--- config.mk ---
export PLATFORM = sky130hd
export DESIGN_NAME = memory_bus_arbiter_flat
export DESIGN_NICKNAME = d
export VERILOG_FILES = /design/src/rtl/memory_bus_arbiter_if.sv /design/src/rtl/memory_bus_arbiter.sv /design/src/flat_wrapper.sv
export SDC_FILE = /design/constraint.sdc
export NUM_CORES = 1
export LEC_CHECK = 0
export CORE_UTILIZATION = 40
export CTS_CLUSTER_SIZE = 16
export DETAILED_ROUTE_END_ITERATION = 6
export GPL_TIMING_DRIVEN = 0
export PLACE_DENSITY = 0.79
export SYNTH_ARGS = -nofsm -noshare
export SYNTH_HDL_FRONTEND = slang
export SYNTH_SLANG_ARGS = --single-unit
--- constraint.sdc ---
create_clock -name clk_i -period 4.4 [get_ports clk_i]
set_input_delay 0.66 -clock clk_i [delete_from_list [all_inputs] [get_ports clk_i]]
set_output_delay 0.66 -clock clk_i [all_outputs]
set_load 0.02 [all_outputs]
--- src/rtl/memory_bus_arbiter_if.sv ---
// Bus-side signals between the arbiter (master) and the memory bus (slave).
// Handshake: bus_request_o is held with stable fields until the slave answers with bus_ack_i or bus_error_i.
interface memory_bus_arbiter_if;
    logic        bus_request_o;
    logic        bus_write_o;
    logic [31:0] bus_address_o;
    logic [31:0] bus_wdata_o;
    logic [3:0]  bus_byte_enable_o;
    logic [31:0] bus_rdata_i;
    logic        bus_ack_i;
    logic        bus_error_i;

    modport master (
        output bus_request_o, bus_write_o, bus_address_o, bus_wdata_o, bus_byte_enable_o,
        input  bus_rdata_i, bus_ack_i, bus_error_i
    );

    modport slave (
        input  bus_request_o, bus_write_o, bus_address_o, bus_wdata_o, bus_byte_enable_o,
        output bus_rdata_i, bus_ack_i, bus_error_i
    );
endinterface

--- src/rtl/memory_bus_arbiter.sv ---
// Arbitrates one load unit and one store unit onto a single-outstanding memory bus,
// with store anti-starvation, bus timeout and load flush.
module memory_bus_arbiter #(
    parameter int TIMEOUT_CYCLES     = 255,
    parameter int STORE_STARVE_LIMIT = 4
) (
    input  logic        clk_i,
    input  logic        rst_i,
    input  logic        flush_i,
    input  logic        load_request_i,
    input  logic [31:0] load_address_i,
    output logic [31:0] load_data_o,
    output logic        load_done_o,
    output logic        load_error_o,
    input  logic        store_request_i,
    input  logic [31:0] store_address_i,
    input  logic [31:0] store_data_i,
    input  logic [1:0]  store_width_i,
    output logic        store_done_o,
    output logic        store_error_o,
    memory_bus_arbiter_if.master bus,
    output logic [1:0]  state_o
);
    localparam int TW_RAW = $clog2(TIMEOUT_CYCLES + 1);
    localparam int TW     = (TW_RAW < 8) ? 8 : TW_RAW;
    localparam int SW_RAW = $clog2(STORE_STARVE_LIMIT + 1);
    localparam int SW     = (SW_RAW < 1) ? 1 : SW_RAW;

    typedef enum logic [1:0] {
        IDLE       = 2'd0,
        LOAD_WAIT  = 2'd1,
        STORE_WAIT = 2'd2
    } state_e;

    state_e        state_q, state_d;
    logic [SW-1:0] starve_q, starve_d;
    logic [TW-1:0] tmo_q, tmo_d;
    logic          flushed_q, flushed_d;
    logic [31:0]   addr_q, addr_d;
    logic [31:0]   wdata_q, wdata_d;
    logic [3:0]    be_q, be_d;
    logic          write_q, write_d;
    logic [31:0]   load_data_q, load_data_d;
    logic          load_done_q, load_done_d;
    logic          load_error_q, load_error_d;
    logic          store_done_q, store_done_d;
    logic          store_error_q, store_error_d;

    logic          grant_load, grant_store, load_pending, timeout_hit, finish, kill_load;
    logic [3:0]    store_be;

    always_comb begin
        unique case (store_width_i)
            2'b00:   store_be = 4'b0001 << store_address_i[1:0];
            2'b01:   store_be = store_address_i[1] ? 4'b1100 : 4'b0011;
            default: store_be = 4'b1111;
        endcase
    end

    always_comb begin
        state_d       = state_q;
        starve_d      = starve_q;
        tmo_d         = tmo_q;
        flushed_d     = flushed_q;
        addr_d        = addr_q;
        wdata_d       = wdata_q;
        be_d          = be_q;
        write_d       = write_q;
        load_data_d   = load_data_q;
        load_done_d   = 1'b0;
        load_error_d  = 1'b0;
        store_done_d  = 1'b0;
        store_error_d = 1'b0;
        grant_load    = 1'b0;
        grant_store   = 1'b0;
        finish        = 1'b0;
        load_pending  = load_request_i && !flush_i;
        timeout_hit   = (tmo_q == TW'(TIMEOUT_CYCLES - 1));
        kill_load     = flushed_q || flush_i;

        unique case (state_q)
            IDLE: begin
                if (load_pending && store_request_i) begin
                    if (starve_q == SW'(STORE_STARVE_LIMIT)) grant_store = 1'b1;
                    else                                     grant_load  = 1'b1;
                end else if (load_pending) begin
                    grant_load = 1'b1;
                end else if (store_request_i) begin
                    grant_store = 1'b1;
                end
            end
            LOAD_WAIT, STORE_WAIT: begin
                // Error (bus or timeout) wins over a simultaneous ack.
                if (bus.bus_error_i || timeout_hit) begin
                    finish = 1'b1;
                    if (state_q == LOAD_WAIT) load_error_d  = !kill_load;
                    else                      store_error_d = 1'b1;
                end else if (bus.bus_ack_i) begin
                    finish = 1'b1;
                    if (state_q == LOAD_WAIT) begin
                        load_done_d = !kill_load;
                        if (!kill_load) load_data_d = bus.bus_rdata_i;
                    end else begin
                        store_done_d = 1'b1;
                    end
                end else begin
                    tmo_d = tmo_q + TW'(1);
                    if (state_q == LOAD_WAIT && flush_i) flushed_d = 1'b1;
                end
                if (finish) state_d = IDLE;
            end
            default: state_d = IDLE;
        endcase

        if (grant_load) begin
            state_d   = LOAD_WAIT;
            addr_d    = load_address_i;
            be_d      = 4'b1111;
            write_d   = 1'b0;
            tmo_d     = '0;
            flushed_d = 1'b0;
        end
        if (grant_store) begin
            state_d   = STORE_WAIT;
            addr_d    = store_address_i;
            wdata_d   = store_data_i;
            be_d      = store_be;
            write_d   = 1'b1;
            tmo_d     = '0;
            flushed_d = 1'b0;
        end

        // Counts loads that jumped ahead of a waiting store; saturates at the limit.
        if (!store_request_i || grant_store)                          starve_d = '0;
        else if (grant_load && starve_q != SW'(STORE_STARVE_LIMIT))  starve_d = starve_q + SW'(1);
    end

    always_ff @(posedge clk_i or posedge rst_i) begin
        if (rst_i) begin
            state_q       <= IDLE;
            starve_q      <= '0;
            tmo_q         <= '0;
            flushed_q     <= 1'b0;
            addr_q        <= '0;
            wdata_q       <= '0;
            be_q          <= '0;
            write_q       <= 1'b0;
            load_data_q   <= '0;
            load_done_q   <= 1'b0;
            load_error_q  <= 1'b0;
            store_done_q  <= 1'b0;
            store_error_q <= 1'b0;
        end else begin
            state_q       <= state_d;
            starve_q      <= starve_d;
            tmo_q         <= tmo_d;
            flushed_q     <= flushed_d;
            addr_q        <= addr_d;
            wdata_q       <= wdata_d;
            be_q          <= be_d;
            write_q       <= write_d;
            load_data_q   <= load_data_d;
            load_done_q   <= load_done_d;
            load_error_q  <= load_error_d;
            store_done_q  <= store_done_d;
            store_error_q <= store_error_d;
        end
    end

    assign bus.bus_request_o     = (state_q != IDLE);
    assign bus.bus_write_o       = write_q;
    assign bus.bus_address_o     = addr_q;
    assign bus.bus_wdata_o       = wdata_q;
    assign bus.bus_byte_enable_o = be_q;
    assign load_data_o           = load_data_q;
    assign load_done_o           = load_done_q;
    assign load_error_o          = load_error_q;
    assign store_done_o          = store_done_q;
    assign store_error_o         = store_error_q;
    assign state_o               = state_q;
endmodule
--- src/flat_wrapper.sv ---
// flat-port wrapper written by rule: the top's interface ports become plain ports
module memory_bus_arbiter_flat 
#(
    parameter int TIMEOUT_CYCLES     = 255,
    parameter int STORE_STARVE_LIMIT = 4
)
  (clk_i, rst_i, flush_i, load_request_i, load_address_i, load_data_o, load_done_o, load_error_o, store_request_i, store_address_i, store_data_i, store_width_i, store_done_o, store_error_o, state_o, bus_bus_request_o, bus_bus_write_o, bus_bus_address_o, bus_bus_wdata_o, bus_bus_byte_enable_o, bus_bus_rdata_i, bus_bus_ack_i, bus_bus_error_i);
  memory_bus_arbiter_if bus_i ();
  input  logic clk_i;
  input  logic rst_i;
  input  logic flush_i;
  input  logic load_request_i;
  input  logic [31:0] load_address_i;
  output logic [31:0] load_data_o;
  output logic load_done_o;
  output logic load_error_o;
  input  logic store_request_i;
  input  logic [31:0] store_address_i;
  input  logic [31:0] store_data_i;
  input  logic [1:0] store_width_i;
  output logic store_done_o;
  output logic store_error_o;
  output logic [1:0] state_o;
  output wire logic [$bits(bus_i.bus_request_o)-1:0] bus_bus_request_o;
  output wire logic [$bits(bus_i.bus_write_o)-1:0] bus_bus_write_o;
  output wire logic [$bits(bus_i.bus_address_o)-1:0] bus_bus_address_o;
  output wire logic [$bits(bus_i.bus_wdata_o)-1:0] bus_bus_wdata_o;
  output wire logic [$bits(bus_i.bus_byte_enable_o)-1:0] bus_bus_byte_enable_o;
  input wire logic [$bits(bus_i.bus_rdata_i)-1:0] bus_bus_rdata_i;
  input wire logic [$bits(bus_i.bus_ack_i)-1:0] bus_bus_ack_i;
  input wire logic [$bits(bus_i.bus_error_i)-1:0] bus_bus_error_i;
  assign bus_bus_request_o = bus_i.bus_request_o;
  assign bus_bus_write_o = bus_i.bus_write_o;
  assign bus_bus_address_o = bus_i.bus_address_o;
  assign bus_bus_wdata_o = bus_i.bus_wdata_o;
  assign bus_bus_byte_enable_o = bus_i.bus_byte_enable_o;
  assign bus_i.bus_rdata_i = bus_bus_rdata_i;
  assign bus_i.bus_ack_i = bus_bus_ack_i;
  assign bus_i.bus_error_i = bus_bus_error_i;
  memory_bus_arbiter #(.TIMEOUT_CYCLES(TIMEOUT_CYCLES), .STORE_STARVE_LIMIT(STORE_STARVE_LIMIT)) u_core (.clk_i(clk_i), .rst_i(rst_i), .flush_i(flush_i), .load_request_i(load_request_i), .load_address_i(load_address_i), .load_data_o(load_data_o), .load_done_o(load_done_o), .load_error_o(load_error_o), .store_request_i(store_request_i), .store_address_i(store_address_i), .store_data_i(store_data_i), .store_width_i(store_width_i), .store_done_o(store_done_o), .store_error_o(store_error_o), .bus(bus_i), .state_o(state_o));
endmodule
==> reports/qor.csv, run 1 <==
metric,value,unit
PostCTS Resize Cnt,0,
final net count,837,
Via density,5.01,
Final Hold Viols,0,
Hold WS,0.474,ns
Post-Synth Adder-Cell Area,1.53,%
synthesized area per cell,11.4,um^2
register area share after synthesis,60.6,%
Achievable Freq,0.400,GHz
clock buffer depth,2,
Hold Path Class,register to register,
fill cell count,893,
main combinational cell family by area after synthesis,simple AND/OR/NAND/NOR gates,
antenna violations before repair,0,
CTS tree,done,
Comb pwr share,43.7,%
fin crit period,2.50,ns
row cnt,40,
Startpoint Class,register,
critical path class,register to output port,
status,finished with violations,
#FFs+latches synth,119,
Cell variety after synth,42,
gr usage total,22.5,%
DRC marker count from the first detailed-route iteration,214,
GR Overflow Total,0,
CTS HTree Levels,4,
Fin Setup TNS,0,ns
total core area,12000,um^2
Num CTS Buffers,17,
clk_lat worst skew,0.42,ns
Final Max Tran Viols,0,
Flop pwr share,32.9,%
clock share of power,23.5,%
Slew headroom,49.9,%
Static Leakage,3.80,nW
Root Driver,clkbuf_16,
Mapped Nets,574,
Pwr Density,688,nW/um^2
mux share of post-synthesis cell area,7.34,%
largest vdd supply drop,0.331,mV
die height,113,um
RePlAce Congestion,0.790,
worst slew pin tran,0.748,ns
max cap viols,0,
Routed Antenna Nets,0,
Post-DP HPWL,10300,um
Compound-Gate Fraction of Synth Area,10.4,%
DR pass1 iterations,7,
"CTS clk-pin slew, worst paths",0.05,ns
hold_buf cts,0,
Net Switching,1.97,mW
first-pass GRT wire length,21900,um
fraction of layout cells with a size suffix above 1,12.2,%
CP Max Fanout,5,
Initial Utilization,40.9,%
DR DRC count,1,
Ports,245,
"Setup violations, final",0,
XOR/XNOR share of the synthesized area,1.25,%
Fin Clk Skew,0.0191,ns
total number of vias,4280,
die width,113,um
die area,12700,um^2
Routed WL per cell,16.2,um
input/output buffers,243,
WP data arrival,1.84,ns
Post-Synthesis Cell Area,4910,um^2
final WL,13900,um
Syn. warnings,0,
cell internal pwr,3.62,mW
RSZ-0062 raised after global routing,no,
P&R area growth vs syn,65.5,%
postcts setup bufs,0,
post-synthesis simple-gate area fraction,13.1,%
failing checks,DRC,
Ant. Diodes,0,
Cells after Synth,431,
largest net degree at the start of global routing,95,
CP Data Required Time,3.74,ns
CTS sink cnt,119,
Final Cycle Share,56.8,%
switching share of total power,35.3,%
vias in the first global route,4443,
CP Capture Type,output port,
==> cells in the final DEF (no fill, tap or decap), types with 2 or more instances in the layout <==
master	count
o211ai_1	2
xor2_1	5
nor2_1	16
clkbuf_1	10
a211oi_2	2
o21ai_0	5
a222oi_1	32
xnor2_1	2
nand3_1	2
a21oi_1	6
clkinv_2	7
buf_6	4
clkbuf_8	5
nand2_1	105
clkdlybuf4s50_1	243
dfrtp_1	119
ha_1	6
nand2b_1	2
nor2b_1	3
inv_1	41
clkbuf_16	17
or3_1	2
mux2_2	31
a31oi_1	3
and4b_1	2
nand4_1	3
buf_2	9
==> sequential cells by signal (all words and copies together), names as in the netlist <==
register	count
u_core.load_data_o	32
u_core.bus.bus_wdata_o	32
u_core.state_o	2
u_core.load_done_o	1
u_core.bus.bus_byte_enable_o	4
u_core.store_error_o	1
u_core.bus.bus_write_o	1
u_core.store_done_o	1
u_core.starve_q	3
u_core.flushed_q	1
u_core.bus.bus_address_o	32
u_core.tmo_q	8
u_core.load_error_o	1
==> per-layer routing <==
metal  GRT usage (%)  vias to the layer above  wire, um
li1                -                     2011         -
met1            24.6                     2050      5300
met2            39.1                      197      7090
met3            7.93                       22      1160
met4            10.3                        0       303
met5               0                        -         0
==> path summary, 6_finish.rpt <==
| check | from | to | slack [ns] | cells after the start |
|---|---|---|---|---|
| worst min register to register | u_core.bus.bus_wdata_o[11]$_DFFE_PP0P_ | u_core.bus.bus_wdata_o[11]$_DFFE_PP0P_ | 0.47 | 2 |
| worst min-delay path | u_core.bus.bus_wdata_o[11]$_DFFE_PP0P_ | u_core.bus.bus_wdata_o[11]$_DFFE_PP0P_ | 0.47 | 2 |
| min in group asynchronous | rst_i | u_core.bus.bus_address_o[25]$_DFFE_PP0N_ | 0.56 | 2 |
| worst max-delay path | u_core.state_o[0]$_DFFE_PP0P_ | bus_bus_request_o | 1.90 | 4 |
| max in group asynchronous | rst_i | u_core.bus.bus_byte_enable_o[1]$_DFFE_PP0N_ | 3.08 | 3 |
| worst max register to register | u_core.state_o[0]$_DFFE_PP0P_ | u_core.bus.bus_address_o[2]$_DFFE_PP0N_ | 2.38 | 7 |
==> power by group through the flow <==
stage	Sequential, mW	Clock (mW)	Combinational, mW
CTS	1.84	1.34	2.46
global route	1.89	1.39	2.61
global placement	1.82	0	2.40
finish	1.84	1.31	2.44
detailed placement	1.84	0	2.45
floorplan	2.38	0	0.629
==> logic make-up after synthesis <==
family,count (synthesis)
xor gates and xnor gates,7
AOI/OAI and AO/OA,59
buffers and inverters,64
adders and majority gates,6
and+or+nand+nor,144
muxes,32
DFF,119
==> final cells by class <==
cell class / count / area [um^2] / area share (%)
flip-flops and latches: 119 / 2980 / 36.6
repair buffers: 244 / 2460 / 30.3
multi-input cells: 248 / 1650 / 20.3
clock buffers: 23 / 498 / 6.12
well taps: 147 / 184 / 2.26
inverters: 42 / 163 / 2.00
plain buffers: 22 / 124 / 1.52
clock inverters: 9 / 72.6 / 0.892
==> cells in the mapped netlist (all sizes together) <==
cell	count	area share, %
buf	13	1.8
nand2	105	8.0
dfrtp	119	61
nand3b	1	0.15
a211o	1	0.18
inv	42	3.2
o32a	1	0.20
xnor2	2	0.36
o21bai	1	0.15
and4b	2	0.41
o21a	1	0.15
xor2	5	0.89
a222oi	32	6.5
o211a	1	0.20
clkbuf	9	0.69
nor3b	1	0.15
and3	1	0.23
a21oi	7	0.94
a211oi	3	0.66
nand4	3	0.38
o22ai	1	0.13
nor2	16	1.2
and4	1	0.23
nor2b	3	0.38
or3	2	0.25
mux2	32	7.3
and2	2	0.31
nand2b	3	0.53
a31oi	3	0.38
o211ai	2	0.31
and4bb	1	0.25
ha	6	1.5
nand3	3	0.56
o21ai	6	0.61
==> worst max-delay path, stage by stage (launching register included) <==
cell and delay (ns):
dfrtp_1 0.42, inv_1 0.06, ha_1 0.23, inv_1 0.09, clkdlybuf4s50_1 0.62
==> metrics by stage <==
step | instance area [um^2] | setup slack [ns] | utilization, % | std cells | power (mW)
CTS | 8130 | 1.88 | 67.7 | 854 | 5.64
detailed placement | 7560 | 1.84 | 62.9 | 822 | 4.29
global placement | 7530 | -1.01 | 62.7 | 821 | 4.22
global route | 8130 | 1.81 | 67.7 | 854 | 5.88
finish | 8130 | 1.90 | 67.7 | 854 | 5.59
floorplan | 4910 | 0.583 | - | 431 | 3.01
No activity file was read; power rests on OpenSTA's default activity.
==> run 2: changes to the inputs <==
Clock period 4.4 ns to 2.5 ns, I/O delays scaled along.
==> run 2 against run 1 <==
  * The run now ends clean
  * Flip-flop and latch count unchanged
  * Die area unchanged
  * First-iteration DRC count down 2.8%
  * Sequential share of layout area down 0.25 points
  * Count of clock-buffer cells in the layout down 1
  * Largest power group unchanged
==> reports/qor.csv, run 2 (synthesized netlist as in run 1, its figures left out) <==
metric,value,unit,change
fill cell count,927,,+3.8%
GR Overflow Total,0,,unchanged
total core area,12000,um^2,unchanged
first-pass GRT wire length,21500,um,-1.7%
PostCTS Resize Cnt,0,,unchanged
RSZ-0062 raised after global routing,no,,
worst slew pin tran,0.882,ns,+0.133 ns
Num CTS Buffers,17,,unchanged
die height,113,um,unchanged
DRC marker count from the first detailed-route iteration,208,,-2.8%
Final Hold Viols,0,,unchanged
CTS sink cnt,119,,unchanged
CTS HTree Levels,4,,unchanged
critical path class,register to output port,,
Slew headroom,41.1,%,-8.8 points
Finished Core Util,68.2,%,+0.46 points
reg2reg path depth,8,,+1
Ant. Diodes,0,,unchanged
fraction of layout cells with a size suffix above 1,12.0,%,-0.16 points
Final Max Tran Viols,0,,unchanged
Root Driver,clkbuf_16,,
Initial Utilization,40.9,%,unchanged
final net count,838,,+0.12%
fin crit period,2.21,ns,
"commonest non-fill, non-tap cell in the layout",clkdlybuf4s50_1,,
Hold Path End,u_core.starve_q[1]$_DFFE_PP0P_,,
Post-DP HPWL,10200,um,-0.21%
total number of vias,4242,,-0.89%
reg2reg end,u_core.bus.bus_address_o[12]$_DFFE_PP0N_,,
Tot Pwr,10.0,mW,+80%
Hold Path Class,input pin to register,,
input/output buffers,243,,unchanged
Fin Setup TNS,0,ns,unchanged
Routed WL per cell,15.7,um,-3.0%
clk_lat worst skew,0.41,ns,about the same
CP Max Fanout,5,,unchanged
"CTS clk-pin slew, worst paths",0.05,ns,about the same
HP Start,store_request_i,,
vias in the first global route,4466,,+0.52%
Routed Antenna Nets,0,,unchanged
die area,12700,um^2,unchanged
worst setup margin,0.286,ns,-1.62 ns
Finished Cell Area,8190,um^2,+0.68%
CP Data Required Time,2.12,ns,-1.62 ns
R2R Setup Slk,0.51,ns,-1.87 ns
largest net degree at the start of global routing,45,,-53%
Pwr Density,1230,nW/um^2,+78%
Startpoint Class,register,,
Final Cycle Share,88.5,%,
Static Leakage,3.82,nW,+0.55%
final WL,13500,um,-2.9%
Via density,4.96,,-1.0%
Fin Clk Skew,0.00773,ns,-0.0113 ns
largest vdd supply drop,0.704,mV,+110%
register area,2980,um^2,unchanged
antenna violations before repair,0,,unchanged
row cnt,40,,unchanged
gr usage total,22.0,%,-0.44 points
"Cell Area, Placed",7570,um^2,+0.15%
Ports,245,,unchanged
post-placement setup slack,0.255,ns,-1.59 ns
status,"complete, no violations",,
hold_buf cts,0,,unchanged
WP data arrival,1.84,ns,about the same
P&R area growth vs syn,66.7,%,
area of the multi-input gates,1650,um^2,unchanged
RePlAce Congestion,0.806,,+2.1%
Crit. Startpoint,u_core.state_o[0]$_DFFE_PP0P_,,
hold path cells,3,,+1
CP Capture Type,output port,,
most frequent cells in the layout,"243 x clkdlybuf4s50_1, 119 x dfrtp_1, 105 x nand2_1",,
Worst R2R Start,u_core.starve_q[0]$_DFFE_PP0P_,,
CTS tree,done,,
DR DRC count,0,,-1
postcts setup bufs,0,,unchanged
Achievable Freq,0.452,GHz,
"Setup violations, final",0,,unchanged
DR pass1 iterations,6,,-1
clock buffer depth,2,,unchanged
max cap viols,0,,unchanged
die width,113,um,unchanged
run 2: how the worst max path moves through the flow:
| stage | endpoint | cells past startpoint | slack [ns] |
|---|---|---|---|
| after CTS | bus_bus_request_o | 4 | 0.26 |
| after detailed placement | u_core.bus.bus_address_o[12]$_DFFE_PP0N_ | 7 | 0.26 |
| after global routing | bus_bus_request_o | 4 | 0.19 |
| after global placement | u_core.bus.bus_address_o[31]$_DFFE_PP0N_ | 2 | -0.40 |
| after floorplan | u_core.load_data_o[10]$_DFFE_PP0P_ | 6 | 0.66 |
| final | bus_bus_request_o | 4 | 0.29 |
run 2: final cells by class:
class / instances / share of cell area (%)
plain buffers: 22 / 1.51
clock buffers: 22 / 5.67
clock inverters: 10 / 1.83
inverters: 42 / 1.97
multi-input cells: 248 / 20.2
flip-flops and latches: 119 / 36.4
well taps: 147 / 2.25
repair buffers: 245 / 30.2
run 2: power breakdown:
group	total [mW]	switching (mW)	internal [mW]	leakage, nW
Sequential	3.21	0.460	2.75	1.52
Combinational	4.30	2.17	2.14	2.00
Clock	2.53	0.821	1.71	0.307
run 2: per-layer routing:
layer / global-route usage (%) / vias up / wire (um)
li1: - / 2012 / -
met1: 23.9 / 2019 / 5140
met2: 38.7 / 186 / 6960
met3: 7.50 / 25 / 1060
met4: 10.2 / 0 / 290
met5: 0 / - / 0
run 2: metrics by stage:
step | cells | hold slack (ns)
2_1_floorplan | 431 | 0.455
3_3_place_gp | 821 | 0.459
3_5_place_dp | 823 | 0.461
4_1_cts | 855 | 0.292
5_1_grt | 855 | 0.327
6_report | 855 | 0.309
run 2: critical path: stages (launching register included):
cell	delay (ns)
dfrtp_1	0.41
inv_1	0.06
ha_1	0.23
inv_1	0.10
clkdlybuf4s50_1	0.62
==> run 3: changes to the inputs <==
Clock period 2.5 ns to 2.35 ns, I/O delays scaled along.
==> results of run 3 <==
Same layout as run 2 (identical final DEF). Status: complete, no violations.
Among the figures that moved: setup slack after placement 0.255 ns -> 0.128 ns; setup slack after layout 0.286 ns -> 0.159 ns; hold slack 0.309 ns -> 0.286 ns; register-to-register setup slack 0.51 ns -> 0.36 ns; total power 10.0 mW -> 10.7 mW; worst IR drop on VDD 0.704 mV -> 0.749 mV
